--- config.mk ---
export PLATFORM = sky130hd
export DESIGN_NAME = rf_sequencer
export DESIGN_NICKNAME = d
export VERILOG_FILES = /design/src/rtl/rf_sequencer.sv
export SDC_FILE = /design/constraint.sdc
export NUM_CORES = 1
export LEC_CHECK = 0
export ABC_AREA = 1
export ABC_CLOCK_PERIOD_IN_PS = 1730
export CORE_AREA = 2 2 87 56
export CTS_CLUSTER_SIZE = 20
export DETAILED_ROUTE_END_ITERATION = 7
export DIE_AREA = 0 0 89 58
export GPL_ROUTABILITY_DRIVEN = 1
export HOLD_SLACK_MARGIN = 0.05
export PLACE_DENSITY = 0.76
export SKIP_LAST_GASP = 1
export SLEW_MARGIN = 25
export SYNTH_ARGS = -nofsm -noshare
export SYNTH_HDL_FRONTEND = slang
export SYNTH_SLANG_ARGS = --single-unit
--- constraint.sdc ---
create_clock -name CLKb -period 1.73 [get_ports CLKb]
set_clock_uncertainty 0.15 [all_clocks]
set_input_delay 0.346 -clock CLKb [delete_from_list [all_inputs] [get_ports CLKb]]
set_output_delay 0.346 -clock CLKb [all_outputs]
set_load 0.01 [all_outputs]
--- src/rtl/rf_sequencer.sv ---
// rf_sequencer: multi-cycle control sequencer feeding the 8x10-bit register file.
// Latches one instruction per Run handshake, walks
// IDLE -> DECODE -> (EXEC | IMM_WAIT) -> WB -> DONE, and drives the register-file
// read/write controls as Moore outputs decoded from state and the latched instruction.
// Optional feature macro: RF_SEQ_TIMEOUT_EN bounds the IMM_WAIT state to IMM_TIMEOUT
// cycles; a timed-out mvi retires with Err and without a write.
module rf_sequencer #(
    parameter int DW          = 10,
    parameter int AW          = 3,
    parameter int CNTW        = 16,
    parameter int IMM_TIMEOUT = 15
) (
    input  logic            CLKb,
    input  logic            RST,
    input  logic            Run,
    input  logic [DW-1:0]   Instr,
    input  logic [DW-1:0]   Din,
    input  logic            DinValid,
    output logic            ENW,
    output logic [AW-1:0]   WRA,
    output logic            ENR0,
    output logic            ENR1,
    output logic [AW-1:0]   RDA0,
    output logic [AW-1:0]   RDA1,
    output logic [1:0]      DSEL,
    output logic            ALU_SUB,
    output logic            ALOAD,
    output logic [DW-1:0]   IMM,
    output logic            Busy,
    output logic            Done,
    output logic            Err,
    output logic [CNTW-1:0] ICOUNT
);
    typedef enum logic [2:0] {
        S_IDLE, S_DECODE, S_EXEC, S_IMM_WAIT, S_WB, S_DONE
    } state_t;

    state_t          state_q, state_d;
    logic [DW-1:0]   ir_q, ir_d;
    logic [DW-1:0]   imm_q, imm_d;
    logic [CNTW-1:0] icount_q, icount_d;
    logic            timed_out;

    // Instruction fields; bit 9 is reserved and deliberately ignored.
    logic [2:0]    op;
    logic [AW-1:0] rx, ry;
    logic          unused_rsvd;
    assign op          = ir_q[8:6];
    assign rx          = ir_q[5:3];
    assign ry          = ir_q[2:0];
    assign unused_rsvd = ir_q[DW-1];

`ifdef RF_SEQ_TIMEOUT_EN
    localparam int TW = $clog2(IMM_TIMEOUT + 1);
    logic [TW-1:0] tmo_q, tmo_d;
    logic          tout_q, tout_d;

    // IMM_WAIT watchdog: cleared while decoding, counts each IMM_WAIT cycle, and
    // flags the instruction once the last allowed cycle passes without DinValid.
    always_comb begin
        tmo_d  = tmo_q;
        tout_d = tout_q;
        if (state_q == S_DECODE) begin
            tmo_d  = '0;
            tout_d = 1'b0;
        end else if (state_q == S_IMM_WAIT) begin
            tmo_d = tmo_q + TW'(1);
            if (!DinValid && tmo_q == TW'(IMM_TIMEOUT - 1))
                tout_d = 1'b1;
        end
    end

    // Watchdog registers.
    always_ff @(posedge CLKb) begin
        if (RST) begin
            tmo_q  <= '0;
            tout_q <= 1'b0;
        end else begin
            tmo_q  <= tmo_d;
            tout_q <= tout_d;
        end
    end

    assign timed_out = tout_q;
`else
    assign timed_out = 1'b0;
`endif

    // Next-state and datapath-register update.
    always_comb begin
        state_d  = state_q;
        ir_d     = ir_q;
        imm_d    = imm_q;
        icount_d = icount_q;
        case (state_q)
            S_IDLE: begin
                if (Run) begin
                    ir_d    = Instr;
                    state_d = S_DECODE;
                end
            end
            S_DECODE: begin
                if (op[2])                state_d = S_DONE;
                else if (op[1:0] == 2'b00) state_d = S_WB;
                else if (op[1:0] == 2'b01) state_d = S_IMM_WAIT;
                else                       state_d = S_EXEC;
            end
            S_EXEC: state_d = S_WB;
            S_IMM_WAIT: begin
                if (DinValid) begin
                    imm_d   = Din;
                    state_d = S_WB;
                end
`ifdef RF_SEQ_TIMEOUT_EN
                else if (tmo_q == TW'(IMM_TIMEOUT - 1)) begin
                    state_d = S_DONE;
                end
`endif
            end
            S_WB: state_d = S_DONE;
            S_DONE: begin
                if (!op[2] && !timed_out)
                    icount_d = icount_q + CNTW'(1);
                state_d = S_IDLE;
            end
            default: state_d = S_IDLE;
        endcase
    end

    // State and datapath registers with synchronous reset.
    always_ff @(posedge CLKb) begin
        if (RST) begin
            state_q  <= S_IDLE;
            ir_q     <= '0;
            imm_q    <= '0;
            icount_q <= '0;
        end else begin
            state_q  <= state_d;
            ir_q     <= ir_d;
            imm_q    <= imm_d;
            icount_q <= icount_d;
        end
    end

    // Moore register-file controls decoded from state and latched instruction.
    always_comb begin
        ENW     = 1'b0;
        WRA     = '0;
        ENR0    = 1'b0;
        ENR1    = 1'b0;
        RDA0    = '0;
        RDA1    = '0;
        DSEL    = 2'b00;
        ALU_SUB = 1'b0;
        ALOAD   = 1'b0;
        Done    = 1'b0;
        Err     = 1'b0;
        Busy    = (state_q != S_IDLE);
        case (state_q)
            S_DECODE: begin
                ENR0 = 1'b1;
                ENR1 = 1'b1;
                RDA0 = rx;
                RDA1 = ry;
            end
            S_EXEC: begin
                ENR0    = 1'b1;
                ENR1    = 1'b1;
                RDA0    = rx;
                RDA1    = ry;
                ALOAD   = 1'b1;
                ALU_SUB = (op == 3'b011);
            end
            S_WB: begin
                ENW = 1'b1;
                WRA = rx;
                if (op == 3'b000)      DSEL = 2'b10;
                else if (op == 3'b001) DSEL = 2'b01;
                else                   DSEL = 2'b00;
            end
            S_DONE: begin
                Done = 1'b1;
                Err  = op[2] | timed_out;
            end
            default: ;
        endcase
    end

    assign IMM    = imm_q;
    assign ICOUNT = icount_q;

endmodule

==> results.toml, run 1 <==
[routing]
first_iter_violations = 88
drtPass1Iterations = 4
postRouteAntennaNets = 0
wl_um = 5231
vias_per_cell = 4.701
vias = 2031
routedWlPerCell_um = 12.11
drc = 0

[layout]
stdcell_area_um2 = 2997
diodes = 0
fin_util_pct = 68.51
nets = 393
final_layout_size_suffix_gt1_share_pct = 26.56
final_cell_mix = "nand2_1, nor2_1, inv_1, clkdlybuf4s50_1, dfxtp_1"
area_growth_pct = 67.02
final_common_cell = "nand2_1"

[worst_setup_path]
crit_family = "simple AND/OR/NAND/NOR gates"
critPathKind = "reg2out"
worstPathArrival_ns = 1.34
end_kind = "output pin"
crit_buf_inv = 3
cp_cell_sequence = "buf_6 > nor2_4 > nand2_2 > nand2_4 > inv_8 > nor2_1 > buf_2"
r2r-start = "state_q[1]$_SDFFE_PP0P_"
crit_required_ns = 1.23
cp-start-kind = "flip-flop"
cp_slowest_cell = "dfxtp_4"
r2r_slack_ns = -0.02
r2r-end = "ICOUNT[13]$_SDFFE_PP0P_"
slowest_delay_ns = 0.35
crit_fanout = 6
reg2regPathDepth = 11

[clock_tree]
cts.sinks = 38
worstSkewPairLatency_ns = 0.29
cts_max_level = 2
cts_root_buf = "clkbuf_8"
hold_buffers = 0
cts_buffer_depth = 2
numCtsBuffers = 5
cts_tree = "done"
clk_pin_slew_ns = 0.07

[pwr]
swShare_pct = 29.74
p_leak_nw = 1.428
ir_drop_v = 0.0004946
comb_power_share_pct = 27.8
clock_power_share_pct = 28.6
cellPowerDensity_nw_per_um2 = 731.2
intPower_mw = 1.540
netSwitchingPower_mw = 0.6516
seq_power_share_pct = 43.6

[sta]
worst_slack_ns = -0.1054
drv_slew = 0
fmax_mhz = 544.8
finalSetupViolations = 15
worst_slew_pin_slew_ns = 0.3706
grt_setup_unrepaired = "yes"
period_needed_ns = 1.835
final-hold-violation-count = 0
period_share_pct = 106.1
relSlewSlack_pct = 75.24

[placed_design]
port_buffers = 67
hpwlAfterDp_um = 3599
place.gp.congestion = 0.8904
place_area_um2 = 2675

[synth]
yosysTopAreaCell = "dfxtp_1"
syn_area_um2 = 1794
netlist-cell-type-count = 24
synthesis.nets = 296
yosys-top-cells-area = "dfxtp_1, nand2_1, nor2_1"
synth_top_cell_area_share_pct = 42.40
avgSynthCellArea_um2 = 6.621
ys_ff_latch = 38
ys_seq_area_share_pct = 42.40
synthCells = 271
yosys_warnings = 0

[global_route]
grt.total_usage_pct = 20.57
antenna_found_initial = 0
grt-ovfl-total = 0
grt_pass1_wl_um = 8155
grt_max_degree = 24
grt_pass1_vias = 1789

[floorplanning]
die_x_um = 89
fp.dieArea_um2 = 5162
start_util_pct = 41.02
io_pins = 69
die_h_um = 58
rows = 19
coreArea_um2 = 4374

[worst_hold_path]
hold_class = "reg2reg"
min_from = "IMM[6]$_SDFFE_PP0P_"
hold_depth = 2
min_to = "IMM[6]$_SDFFE_PP0P_"

[outcome]
status = "finished with violations"
violations = "setup timing"

[flow_run]
maxCapViolations = 0
-- Yosys cell counts --
cell / n
nor3b_1: 2
o21ai_0: 15
buf_4: 3
nand4_1: 4
nand2_1: 52
dfxtp_1: 38
nor2_1: 49
nand3b_1: 1
nor4_1: 3
inv_2: 1
nor2_2: 1
ha_1: 1
o21ai_1: 1
inv_1: 39
a21boi_0: 1
buf_2: 1
nor3_2: 1
a21oi_1: 28
nand3_2: 1
o21bai_1: 2
buf_1: 1
nand3_1: 20
nor3_1: 2
clkbuf_1: 4
-- power groups by stage --
| stage | combinational [mW] | sequential (mW) | clock, mW |
|---|---|---|---|
| detailed placement | 0.471 | 0.965 | 0 |
| global route | 0.659 | 0.962 | 0.688 |
| CTS | 0.510 | 0.949 | 0.642 |
| global placement | 0.467 | 0.964 | 0 |
| floorplan | 0.210 | 0.964 | 0 |
| finish | 0.609 | 0.955 | 0.627 |
-- kinds of logic (layout without fill, tap and decap cells) --
family	after synthesis	in the layout	share of synthesized area, %
AND/OR/NAND/NOR	136	136	32.43
buffers and inverters	49	147	10.95
AO/OA/AOI/OAI	47	47	13.53
flip-flops	38	38	42.40
adder cells (fa/ha/maj)	1	1	0.6972
-- worst max path at each step --
stage	endpoint	slack, ns	start	cells after the start
2_1_floorplan	DSEL[0]	0.003	state_q[2]$_SDFFE_PP0P_	4
3_3_place_gp	DSEL[0]	-0.25	state_q[0]$_SDFFE_PP0P_	6
3_5_place_dp	DSEL[1]	-0.28	state_q[0]$_SDFFE_PP0P_	6
4_1_cts	DSEL[1]	-0.19	state_q[1]$_SDFFE_PP0P_	6
5_1_grt	RDA0[0]	-0.15	state_q[1]$_SDFFE_PP0P_	7
6_report	RDA0[0]	-0.11	state_q[1]$_SDFFE_PP0P_	7
-- cell type report --
type / count / area [µm²]
multi-input combinational: 184 / 980.9
inverter: 40 / 163.9
tap: 63 / 78.83
sequential: 38 / 774.5
clock buffer: 7 / 86.33
fill: 374 / 1378
timing repair buffer: 99 / 907.1
clock inverter: 1 / 5.005
-- per-stage QoR --
stage | total power [mW] | TNS, ns | setup slack [ns] | std cells | hold WS, ns
after CTS | 2.102 | -2.158 | -0.1935 | 428 | 0.3140
final | 2.191 | -0.8179 | -0.1054 | 432 | 0.3122
after global placement | 1.431 | -3.708 | -0.2523 | 414 | 0.2922
after floorplan | 1.174 | 0 | 0.002631 | 271 | 0.2801
after detailed placement | 1.437 | -4.961 | -0.2814 | 414 | 0.3029
after global routing | 2.308 | -2.329 | -0.1519 | 432 | 0.3335
-- worst register-to-register path, stage by stage, from the launching register on --
cell and delay, ns:
dfxtp_4 0.35, buf_6 0.12, nor2_4 0.12, buf_4 0.12, buf_6 0.08, buf_4 0.09
buf_4 0.11, nand3_4 0.10, nor2_4 0.18, nand4_1 0.10, nand2_1 0.07, nor2_1 0.05
-- metal layers --
layer	part of all wire [%]	vias to the layer above	wire length [µm]	track usage, %
li1	-	1058	-	-
met1	48	906	2504	29.51
met2	44	60	2287	29.74
met3	7.2	7	379	6.268
met4	1.1	0	59	6.397
met5	0	-	0	0
-- what timing repair did --
item,4_1_cts,5_1_grt
setup buffers,6,5
endpoints found under the setup margin,27,51
pin swaps,5,14
hold endpoints to repair,0,0
resized for setup,99,57
-- flip-flops by register name, summed over array words and instances (netlist names) --
register  cells
IMM          10
ICOUNT       16
ir_q          9
state_q       3
Power figures use the tool's default switching activity.
==> inputs of run 2 (changes only) <==
==> config.mk (replaced) <==
export PLATFORM = sky130hd
export DESIGN_NAME = rf_sequencer
export DESIGN_NICKNAME = d
export VERILOG_FILES = /design/src/rtl/rf_sequencer.sv
export SDC_FILE = /design/constraint.sdc
export NUM_CORES = 1
export LEC_CHECK = 0
export ABC_CLOCK_PERIOD_IN_PS = 1700
export CORE_AREA = 2 2 85 54
export CTS_CLUSTER_SIZE = 20
export DETAILED_ROUTE_END_ITERATION = 7
export DIE_AREA = 0 0 87 56
export GPL_ROUTABILITY_DRIVEN = 1
export HOLD_SLACK_MARGIN = 0.1
export PLACE_DENSITY = 0.77
export SKIP_LAST_GASP = 1
export SLEW_MARGIN = 25
export SYNTH_ARGS = -nofsm -noshare
export SYNTH_HDL_FRONTEND = slang
export SYNTH_SLANG_ARGS = --single-unit
==> constraint.sdc (replaced) <==
create_clock -name CLKb -period 1.7 [get_ports CLKb]
set_clock_uncertainty 0.15 [all_clocks]
set_input_delay 0.34 -clock CLKb [delete_from_list [all_inputs] [get_ports CLKb]]
set_output_delay 0.34 -clock CLKb [all_outputs]
set_load 0.01 [all_outputs]
==> run 2 against run 1 <==
The flow still finishes with violations (setup timing). Routed wire length is 7.5% lower. Largest power group unchanged. Non-clock buffer count is 8 higher. Power is 5.1% lower. Critical path type unchanged. Register-to-register slack worse by 0.04 ns. Critical endpoint is now ALU_SUB. Clock power is 19% higher. Sequential power hardly changed. Critical path depth is 3 lower. Via count is 11% lower. Global-route usage is 0.24 points lower.
==> results.toml, run 2 <==
[routing]
vias = 1800
first_iter_violations = 84
routedWlPerCell_um = 13.33
drtPass1Iterations = 4
vias_per_cell = 4.959
drc = 0
wl_um = 4837
postRouteAntennaNets = 0

[clock_tree]
numCtsBuffers = 5
cts_max_level = 2
clk_pin_slew_ns = 0.07
worstSkewPairLatency_ns = 0.29
cts_root_buf = "clkbuf_8"
cts_buffer_depth = 2
cts.sinks = 38
cts_tree = "done"

[floorplanning]
die_x_um = 87
coreArea_um2 = 4031
fp.dieArea_um2 = 4872
start_util_pct = 41.31
rows = 18
die_h_um = 56
io_pins = 69

[layout]
area_growth_pct = 71.38
final_common_cell = "nand2_1"
final_cells = 363
final_layout_size_suffix_gt1_share_pct = 29.71
nets = 337
multi_input_area_um2 = 935.9
stdcell_area_um2 = 2854
largest_register_ffs = 16
final_cell_mix = "nand2_1, dfxtp_1, buf_4, clkdlybuf4s50_1, a21oi_1"
diodes = 0
seq_area_um2 = 775.7
nFillCells = 311

[pwr]
finalPower_mw = 2.080
cellPowerDensity_nw_per_um2 = 728.7
p_leak_nw = 1.257
ir_drop_v = 0.0003747

[placed_design]
place_area_um2 = 2619
place.gp.congestion = 0.8812
port_buffers = 67
post-place-cells = 346
dp_slack_ns = -0.2902
hpwlAfterDp_um = 3342

[global_route]
antenna_found_initial = 0
grt_max_degree = 24
grt-ovfl-total = 0
grt.total_usage_pct = 20.33
grt_pass1_wl_um = 7686
grt_pass1_vias = 1600

[synth]
ys_seq_area_share_pct = 45.68
synthesis.nets = 234
synth_commonest_cells = "nand2_1, dfxtp_1, a21oi_1"
yosys_warnings = 0
yosysTopAreaCell = "dfxtp_1"
syn_area_um2 = 1665
avgSynthCellArea_um2 = 7.968
async_reset_ff_share_pct = 0
synth.most_common_cell = "nand2_1"
synthCells = 209
synth_top_cell_area_share_pct = 45.68
synth_top_flop_cell = "dfxtp_1"
netlist-cell-type-count = 29
ys_ff_latch = 38
synth_edf_count = 0
yosys-top-cells-area = "dfxtp_1, nand2_1, a21oi_1"

[sta]
final-hold-violation-count = 0
finalSetupViolations = 20
worst_slack_ns = -0.07178
worst_slew_pin_slew_ns = 0.3437
fin_hold_ws_ns = 0.3072
grt_setup_unrepaired = "yes"
period_needed_ns = 1.772
period_share_pct = 104.2
drv_slew = 0
relSlewSlack_pct = 77.03
fmax_mhz = 564.4

[worst_setup_path]
critPathKind = "reg2out"
setup.worst_path.start = "state_q[1]$_SDFFE_PP0P_"
end_kind = "output pin"
r2r-start = "state_q[0]$_SDFFE_PP0P_"
crit_fanout = 6
worstPathArrival_ns = 1.28
cp-start-kind = "flip-flop"
crit_required_ns = 1.21

[flow_run]
maxCapViolations = 0

[outcome]
status = "finished with violations"
violations = "setup timing"

[worst_hold_path]
hold_class = "reg2reg"
min_from = "IMM[4]$_SDFFE_PP0P_"
run 2: cell count changes after synthesis, moves of 3 or more:
cell      delta
nor2_1      -36
nand3_1     -14
clkbuf_1     +5
inv_1       -34
xor2_1       +5
or3_1        +7
nor2b_1      +3
o21ai_0     -12
nand2_1      -7
and3_1       +5
and2_1       +9
o21ai_1      +7
xnor2_1      +3
run 2: cells by family after synthesis:
logic type	Yosys count	synth area share, %
AND/OR/NAND/NOR	105	32.31
AO/OA/AOI/OAI	40	12.17
flip-flops	38	45.68
buffers and inverters	16	4.283
XOR/XNOR	8	4.208
multiplexers	1	0.6011
adder cells (fa/ha/maj)	1	0.7512
run 2: cell type report:
type                            instances  share of cell area (%)
Sequential cell                        38                   27.18
Multi-Input combinational cell        155                   32.79
Inverter                                5                  0.6576
Timing Repair Buffer                  107                   33.45
Clock buffer                            7                   2.674
Tap cell                               50                   2.192
Clock inverter                          1                   1.052
run 2: stage by stage:
step                util [%]  TNS [ns]
finish                 70.79   -0.6596
global route           70.79    -2.349
CTS                    67.50   -0.6698
detailed placement     64.96    -4.482
global placement       64.96    -3.994
floorplan                  -         0
run 2: path summary, 6_finish.rpt:
path / endpoint / slack, ns / cells past startpoint
worst max-delay path: ALU_SUB / -0.07 / 4
worst min-delay path: IMM[4]$_SDFFE_PP0P_ / 0.31 / 2
worst max register to register: ICOUNT[15]$_SDFFE_PP0P_ / -0.06 / 5
worst min register to register: IMM[4]$_SDFFE_PP0P_ / 0.31 / 2
run 2: routing by layer:
layer / GRT usage (%) / up-vias / wire, µm
met5: 0 / - / 0
met4: 5.357 / 0 / 27
met2: 30.32 / 66 / 2120
li1: - / 920 / -
met1: 27.64 / 810 / 2289
met3: 7.418 / 4 / 399
run 2: worst max-delay path, cell delays in order (launching register included):
cell,delay (ns)
dfxtp_4,0.40
nor2b_4,0.16
nor2b_4,0.14
and4b_1,0.17
buf_2,0.12
run 2: repair_timing:
| action | 4_1_cts | 5_1_grt |
|---|---|---|
| setup buffers | 3 | 6 |
| hold buffers | 0 | 0 |
| gates resized for setup | 121 | 21 |
| endpoints found under the setup margin | 43 | 29 |
| pin swaps | 21 | 12 |
run 2: power by group:
group / switching [mW] / internal, mW / total, mW
clock: 0.305 / 0.439 / 0.744
combinational: 0.169 / 0.213 / 0.381
sequential: 0.0363 / 0.918 / 0.954
total: 0.510 / 1.57 / 2.08
==> inputs of run 3 (changes only) <==
--- a/config.mk
+++ b/config.mk
@@ -10,7 +10,6 @@
 export CTS_CLUSTER_SIZE = 20
 export DETAILED_ROUTE_END_ITERATION = 7
 export DIE_AREA = 0 0 87 56
-export GPL_ROUTABILITY_DRIVEN = 1
 export HOLD_SLACK_MARGIN = 0.1
 export PLACE_DENSITY = 0.77
 export SKIP_LAST_GASP = 1
==> results of run 3 <==
Final layout, timing and power as in run 2 (identical DEF).
